==> src/rtl/popcount_share_arbiter_if.sv <==
// Requester/result bus of the shared popcount arbiter; res_parity exists only with POPCNT_PARITY_EN.
interface popcount_share_arbiter_if #(
  parameter int N    = 16,
  parameter int NREQ = 4
);
  localparam int CW = $clog2(N + 1);
  localparam int IW = $clog2(NREQ);

  logic [NREQ-1:0]   req;
  logic [NREQ*N-1:0] req_data;
  logic [NREQ-1:0]   grant;
  logic              res_valid;
  logic              res_ready;
  logic [IW-1:0]     res_id;
  logic [CW-1:0]     res_count;
`ifdef POPCNT_PARITY_EN
  logic              res_parity;

  modport master (
    output req, req_data, res_ready,
    input  grant, res_valid, res_id, res_count, res_parity
  );

  modport slave (
    input  req, req_data, res_ready,
    output grant, res_valid, res_id, res_count, res_parity
  );
`else
  modport master (
    output req, req_data, res_ready,
    input  grant, res_valid, res_id, res_count
  );

  modport slave (
    input  req, req_data, res_ready,
    output grant, res_valid, res_id, res_count
  );
`endif
endinterface

==> src/rtl/popcount_share_arbiter.sv <==
// Round-robin shared popcount: grants one requester, counts its word, returns count+id; POPCNT_PARITY_EN adds res_parity.
// Grant to res_valid is 2 cycles; the result is held under res_ready backpressure and arbitration pauses until it drains.
module popcount_share_arbiter #(
  parameter int N    = 16,
  parameter int NREQ = 4
) (
  input logic                   clk,
  input logic                   rst,
  popcount_share_arbiter_if.slave bus
);
  localparam int CW = $clog2(N + 1);
  localparam int IW = $clog2(NREQ);

  typedef enum logic [1:0] {IDLE, CALC, RESP} state_t;

  state_t          state;
  logic [IW-1:0]   ptr;
  logic [IW-1:0]   lat_id;
  logic [N-1:0]    lat_word;
  logic            res_valid;
  logic [IW-1:0]   res_id;
  logic [CW-1:0]   res_count;
  logic [CW-1:0]   lat_count;
  logic [NREQ-1:0] grant;
  logic [N-1:0]    words [NREQ];
  logic            win_found;
  logic [IW-1:0]   win_id;
  logic [N-1:0]    win_word;

  function automatic logic [CW-1:0] popcount(input logic [N-1:0] w);
    logic [CW-1:0] c;
    c = '0;
    for (int i = 0; i < N; i++) c = c + CW'(w[i]);
    return c;
  endfunction

  always_comb begin
    for (int k = 0; k < NREQ; k++) words[k] = bus.req_data[k*N +: N];
  end

  // First set request at or above ptr, wrapping past NREQ-1 back to 0.
  always_comb begin
    logic [IW-1:0] j;
    win_found = 1'b0;
    win_id    = '0;
    win_word  = '0;
    j         = '0;
    for (int i = 0; i < NREQ; i++) begin
      j = IW'((int'(ptr) + i) % NREQ);
      if (!win_found && bus.req[j]) begin
        win_found = 1'b1;
        win_id    = j;
        win_word  = words[j];
      end
    end
  end

  always_comb begin
    grant = '0;
    if (!rst && state == IDLE && win_found) grant[win_id] = 1'b1;
  end

  assign lat_count = popcount(lat_word);

  always_ff @(posedge clk) begin
    if (rst) begin
      state     <= IDLE;
      ptr       <= '0;
      lat_id    <= '0;
      lat_word  <= '0;
      res_valid <= 1'b0;
      res_id    <= '0;
      res_count <= '0;
    end else begin
      unique case (state)
        IDLE: begin
          if (win_found) begin
            lat_word <= win_word;
            lat_id   <= win_id;
            ptr      <= (win_id == IW'(NREQ - 1)) ? '0 : win_id + 1'b1;
            state    <= CALC;
          end
        end
        CALC: begin
          res_count <= lat_count;
          res_id    <= lat_id;
          res_valid <= 1'b1;
          state     <= RESP;
        end
        RESP: begin
          if (bus.res_ready) begin
            res_valid <= 1'b0;
            state     <= IDLE;
          end
        end
        default: state <= IDLE;
      endcase
    end
  end

`ifdef POPCNT_PARITY_EN
  logic res_parity;

  always_ff @(posedge clk) begin
    if (rst) res_parity <= 1'b0;
    else if (state == CALC) res_parity <= lat_count[0];
  end

  assign bus.res_parity = res_parity;
`endif

  assign bus.grant     = grant;
  assign bus.res_valid = res_valid;
  assign bus.res_id    = res_id;
  assign bus.res_count = res_count;
endmodule

==> src/flat_wrapper.sv <==
// flat-port wrapper written by rule: the top's interface ports become plain ports
module popcount_share_arbiter_flat 
#(
  parameter int N    = 16,
  parameter int NREQ = 4
)
  (clk, rst, bus_req, bus_req_data, bus_res_ready, bus_grant, bus_res_valid, bus_res_id, bus_res_count);
  popcount_share_arbiter_if #(.N(N), .NREQ(NREQ)) bus_i ();
  input logic clk;
  input logic rst;
  input wire logic [$bits(bus_i.req)-1:0] bus_req;
  input wire logic [$bits(bus_i.req_data)-1:0] bus_req_data;
  input wire logic [$bits(bus_i.res_ready)-1:0] bus_res_ready;
  output wire logic [$bits(bus_i.grant)-1:0] bus_grant;
  output wire logic [$bits(bus_i.res_valid)-1:0] bus_res_valid;
  output wire logic [$bits(bus_i.res_id)-1:0] bus_res_id;
  output wire logic [$bits(bus_i.res_count)-1:0] bus_res_count;
  assign bus_i.req = bus_req;
  assign bus_i.req_data = bus_req_data;
  assign bus_i.res_ready = bus_res_ready;
  assign bus_grant = bus_i.grant;
  assign bus_res_valid = bus_i.res_valid;
  assign bus_res_id = bus_i.res_id;
  assign bus_res_count = bus_i.res_count;
  popcount_share_arbiter #(.N(N), .NREQ(NREQ)) u_core (.clk(clk), .rst(rst), .bus(bus_i));
endmodule
==> config.mk <==
export PLATFORM = sky130hd
export DESIGN_NAME = popcount_share_arbiter_flat
export DESIGN_NICKNAME = d
export VERILOG_FILES = /design/src/rtl/popcount_share_arbiter_if.sv /design/src/rtl/popcount_share_arbiter.sv /design/src/flat_wrapper.sv
export SDC_FILE = /design/constraint.sdc
export NUM_CORES = 1
export LEC_CHECK = 0
export CORE_UTILIZATION = 52
export CTS_CLUSTER_DIAMETER = 120
export DETAILED_ROUTE_END_ITERATION = 8
export GPL_ROUTABILITY_DRIVEN = 0
export PLACE_DENSITY = 0.83
export SETUP_SLACK_MARGIN = 0.4
export SLEW_MARGIN = 5
export SYNTH_ARGS = -nofsm -noshare
export SYNTH_HDL_FRONTEND = slang
export SYNTH_SLANG_ARGS = --single-unit
==> constraint.sdc <==
create_clock -name clk -period 4.4 [get_ports clk]
set_clock_uncertainty 0.05 [all_clocks]
set_input_delay 0.66 -clock clk [delete_from_list [all_inputs] [get_ports clk]]
set_output_delay 0.66 -clock clk [all_outputs]
set_load 0.01 [all_outputs]
Word level (Yosys, flattened, before mapping) --
Cells that the tools add are included.
Word-level totals: output and inout bits 12, word-level logic and storage cells 101, flip-flop bits (word level) 30
Cells by class: reductions and logical operators 15, order comparisons 10, multiplexer cells 41, $add $sub $neg 19, equality and inequality tests 5, bitwise gates (word level) 4
Operators by type and width (count):
- 16-bit two-way mux | 12
- 16-bit binary-select mux with 2-bit select | 4
- 5-bit by 1-bit adder with 5-bit output | 14
- 2-bit by 3-bit less-than comparator with 1-bit output (second input constant) | 5
- 2-bit two-way mux | 7
- 3-bit greater-or-equal comparator (second input constant) | 4
- 2-bit inverter with 3-bit output | 4
- 1-bit two-way mux | 10
- 1-bit binary-select mux with 2-bit select | 4
- 1-bit logical AND | 6
- 2-bit case mux with 3 select lines | 1
- 2-bit AND reduction | 3
- 2-bit by 1-bit adder with 2-bit output (second input constant) | 2
- 2-bit adder (second input constant) | 2
- 2-bit equality test (second input constant) | 2
- 1-bit logical NOT | 4
- 4-bit two-way mux | 1
- 1-bit by 1-bit adder with 2-bit output | 1
- 1-bit demux with 2-bit select | 1
- 2-bit by 1-bit equality test with 1-bit output (second input constant) | 1
- 2-bit by 1-bit greater-or-equal comparator with 1-bit output (second input constant) | 1
- 2-bit logical NOT | 1
- 2-bit by 1-bit inequality test with 1-bit output (second input constant) | 1
- 2-bit inequality test (second input constant) | 1
- 2 further kinds | 2

Logic depth before layout (Yosys ltp) --
depth after elaboration 17, depth in mapped cells 15, mapped depth without buffers 15

Least setup slack after synthesis --
Ideal clock, no wire load.
path type register to register, start point register u_core.lat_word[0], end point register u_core.res_count[2], in the netlist u_core.bus.res_count[2], required time 4218 ps, buffers on the path 0, period minus slack after synthesis 3853 ps, arrival time 3671 ps, slack 547 ps, cell stages (with the launch flop) 15, library setup time 132 ps, path through dfxtp_1 > ha_1 > inv_1 > fa_1 > inv_1 > fa_1 > fa_1 > inv_1 > fa_1 > fa_1 > fa_1 > nor2b_1 > nor2_1 > o21ai_0 > a21oi_1
Between the ends: word-level cells in the longest chain between the ends 15
RTL lines:
- from (decl) | line popcount_share_arbiter.sv:19 | logic [N-1:0] lat_word;
- from (signal assigned) | line popcount_share_arbiter.sv:78 | lat_word <= win_word;
- 1-bit by 1-bit adder with 2-bit output | line popcount_share_arbiter.sv:33 | for (int i = 0; i < N; i++) c = c + CW'(w[i]);
- 5-bit by 1-bit adder with 5-bit output (14 in series) | line popcount_share_arbiter.sv:33
- to (signal assigned) | line popcount_share_arbiter.sv:85 | res_count <= lat_count;
- to (decl) | line popcount_share_arbiter.sv:22 | logic [CW-1:0] res_count;
No other way between the ends. A chain may end at the register's enable or synchronous reset.

Worst setup path in the final report --
start point register u_core.lat_word[1], end point register u_core.res_count[4], in the netlist u_core.bus.res_count[4]
The elaborated chain is that of the path after synthesis.

==> flow_metrics.env <==
export IMPL_overflow=0
export IMPL_num_vias=3578
export IMPL_run_status="finished with violations"
export IMPL_n_antenna_cell=0
export IMPL_cts_max_level=2
export IMPL_grt_pass1_vias=3550
export IMPL_detail_route_antenna_nets=0
export IMPL_path_class="reg2reg"
export IMPL_synth_edf_count=0
export IMPL_rows=29
export IMPL_min_period_ps=3892
export IMPL_crit_path_end_kind="flop"
export IMPL_avgSynthCellArea_sq_um=8.175
export IMPL_grt_antenna_before_repair=0
export IMPL_powerDensity_nw_per_um2=399.1
export IMPL_syn_nets=523
export IMPL_hp_class="reg2reg"
export IMPL_cts_sinks=30
export IMPL_fin_ws_ps=508.5
export IMPL_die_w_um=84.51
export IMPL_cp_start_kind="flop"
export IMPL_clock_path_buffers=2
export IMPL_grt_start_max_net_pins=68
export IMPL_port_buffers=82
export IMPL_ys_types=44
export IMPL_rsz0062_at_grt="no"
export IMPL_fin_setup_tns_ps=0
export IMPL_postSynthCellCount=433
export IMPL_synth_top_cells_by_area="dfxtp_1 (17%), mux2i_1 (9.6%), mux2_2 (7.3%), fa_1 (5.7%), nor2_1 (4.7%)"
export IMPL_wire_per_inst_um=16.08
export IMPL_clk_pin_slew_ps=70
export IMPL_drv_cap=0
export IMPL_async_flop_share_pct=0
export IMPL_chipHeight_um=84.51
export IMPL_track_usage_pct=26.68
export IMPL_dr_pass1_iters=7
export IMPL_ir_drop_uv=197.3
export IMPL_area_growth_pct=25.31
export IMPL_drtIter0Drc=182
export IMPL_drive_gt1_share_pct=14.34
export IMPL_setup_viol=0
export IMPL_vias_per_cell=6.255
export IMPL_remaining_drc_errors=5
export IMPL_cts_tree="done"
export IMPL_final_core_util_pct=68.67
export IMPL_dieArea_sq_um=7141
export IMPL_hold_violations=0
export IMPL_yosysSeqAreaShare_pct=16.97
export IMPL_core_sq_um=6459
export IMPL_syn_area_sq_um=3540
export IMPL_maxSlewHeadroom_pct=50.74
export IMPL_yosys_area_top_type_share_pct=16.97
export IMPL_ys_ff_latch=30
export IMPL_root_buffer="clkbuf_8"
export IMPL_place_ws_ps=365.8
export IMPL_fin_nets=584
export IMPL_p_leak_uw=0.001547
export IMPL_grt_pass1_wl_mm=15.76
export IMPL_synth_top_cell_by_area="dfxtp_1"
export IMPL_fmax_ghz=0.2570
export IMPL_synth_warnings=0
export IMPL_place_hpwl_mm=6.508
export IMPL_insertion_delay_ps=280
export IMPL_synth_flop_cell="dfxtp_1"
export IMPL_io_pins=83
export IMPL_start_util_pct=54.80
export IMPL_cts_made_buffers=5
export IMPL_cp_required_ps=4570
export IMPL_maxSlewViolCount=0
export IMPL_cp_data_arrival_time_ps=4060
export IMPL_period_share_pct=88.44
export IMPL_routed_wl_mm=9.200
export IMPL_tightest_slew_ps=738.9
export IMPL_violations="DRC"
export IMPL_cts_hold_buf=0
export IMPL_path_max_fanout=2
-- stage by stage --
step | instance area (sq um) | hold WS, ps | std cells | total power, uW
4_1_cts | 4403 | 412.7 | 571 | 1713
2_1_floorplan | 3540 | 381.5 | 433 | 1207
5_1_grt | 4436 | 439.3 | 572 | 1915
6_report | 4436 | 410.2 | 572 | 1770
3_3_place_gp | 4305 | 387.7 | 563 | 1414
3_5_place_dp | 4305 | 403.3 | 563 | 1472
-- path summary, 6_finish.rpt --
kind                             start                      end  slack, ps  cells after the start
setup / recovery    u_core.lat_word[1]  u_core.bus.res_count[4]        510                     13
hold reg to reg   u_core.bus.res_id[1]     u_core.bus.res_id[1]        410                      2
hold / removal    u_core.bus.res_id[1]     u_core.bus.res_id[1]        410                      2
setup reg to reg    u_core.lat_word[1]  u_core.bus.res_count[4]        510                     13
-- report_power, final --
part           switching (uW)  leakage [uW]  internal, uW
combinational             584       0.00125           536
sequential               83.7      0.000248           332
clock                     109     0.0000472           126
total                     776       0.00155           994
-- sequential cells by signal (all words and copies together) (netlist names) --
name,flops
u_core.bus.res_id,2
u_core.state,2
u_core.lat_id,2
u_core.bus.res_valid,1
u_core.bus.res_count,5
u_core.ptr,2
u_core.lat_word,16
-- cell usage after synthesis (2+ instances only) --
cell type / instances
a2111oi_0: 16
a211oi_1: 8
a211oi_2: 11
a21oi_1: 9
a22oi_1: 18
and2_1: 4
and3b_1: 3
buf_1: 3
buf_2: 11
buf_4: 5
buf_6: 3
buf_8: 2
clkbuf_1: 13
dfxtp_1: 30
fa_1: 10
ha_1: 9
inv_1: 25
inv_2: 4
mux2_1: 9
mux2_2: 23
mux2i_1: 34
nand2_1: 23
nand2b_1: 16
nand3b_1: 2
nor2_1: 44
nor2b_1: 7
nor3_1: 18
nor3b_1: 4
o211ai_1: 17
o21ai_0: 22
o221ai_1: 2
o22ai_1: 16
-- kinds of logic (layout without fill, tap and decap cells) --
group | after synthesis | after routing | synth area share, %
buffers and inverters | 66 | 128 | 9.190
AOI/OAI and AO/OA | 126 | 126 | 27.08
muxes | 67 | 67 | 20.43
and+or+nand+nor | 125 | 125 | 17.50
DFF | 30 | 30 | 16.97
adders and majority gates | 19 | 19 | 8.837
-- cells in the final DEF, fill, tap and decap left out, types with 11 or more instances in the layout --
cell type,n
nor2_1,44
mux2i_1,34
nor3_1,18
nand2_1,23
mux2_2,23
nand2b_1,16
o211ai_1,17
a211oi_2,11
a22oi_1,18
dfxtp_1,26
o21ai_0,21
o22ai_1,16
inv_1,25
clkdlybuf4s50_1,82
a2111oi_0,16
-- routing by layer --
metal	wire [um]	vias to the layer above	global-route usage (%)
met5	0	-	0
met1	3878	1705	33.64
met3	542	18	3.736
met2	4648	135	46.93
li1	-	1720	-
met4	130	0	8.629
-- cell type report --
| class | count | area [sq um] |
|---|---|---|
| sequential | 30 | 608.1 |
| fill | 509 | 2023 |
| clock buffer | 6 | 82.58 |
| multi-input combinational | 337 | 2639 |
| tap | 77 | 96.34 |
| timing repair buffer | 91 | 888.4 |
| inverter | 29 | 108.9 |
| clock inverter | 2 | 12.51 |
-- repair_timing --
action	in CTS	in global routing
endpoints found under the setup margin	2	3
gates cloned	0	0
resized for setup	1	7
buffers inserted	0	1
pin swaps	0	1
-- critical path: stages, from the launching register on --
cell and delay (ps):
dfxtp_2 340, ha_4 250, inv_1 40, fa_1 470
inv_1 40, fa_1 460, fa_1 520, inv_1 50
fa_1 480, fa_2 380, fa_2 380, nor2b_4 130
o211ai_1 90, a21oi_1 160
Power figures use the tool's default switching activity.
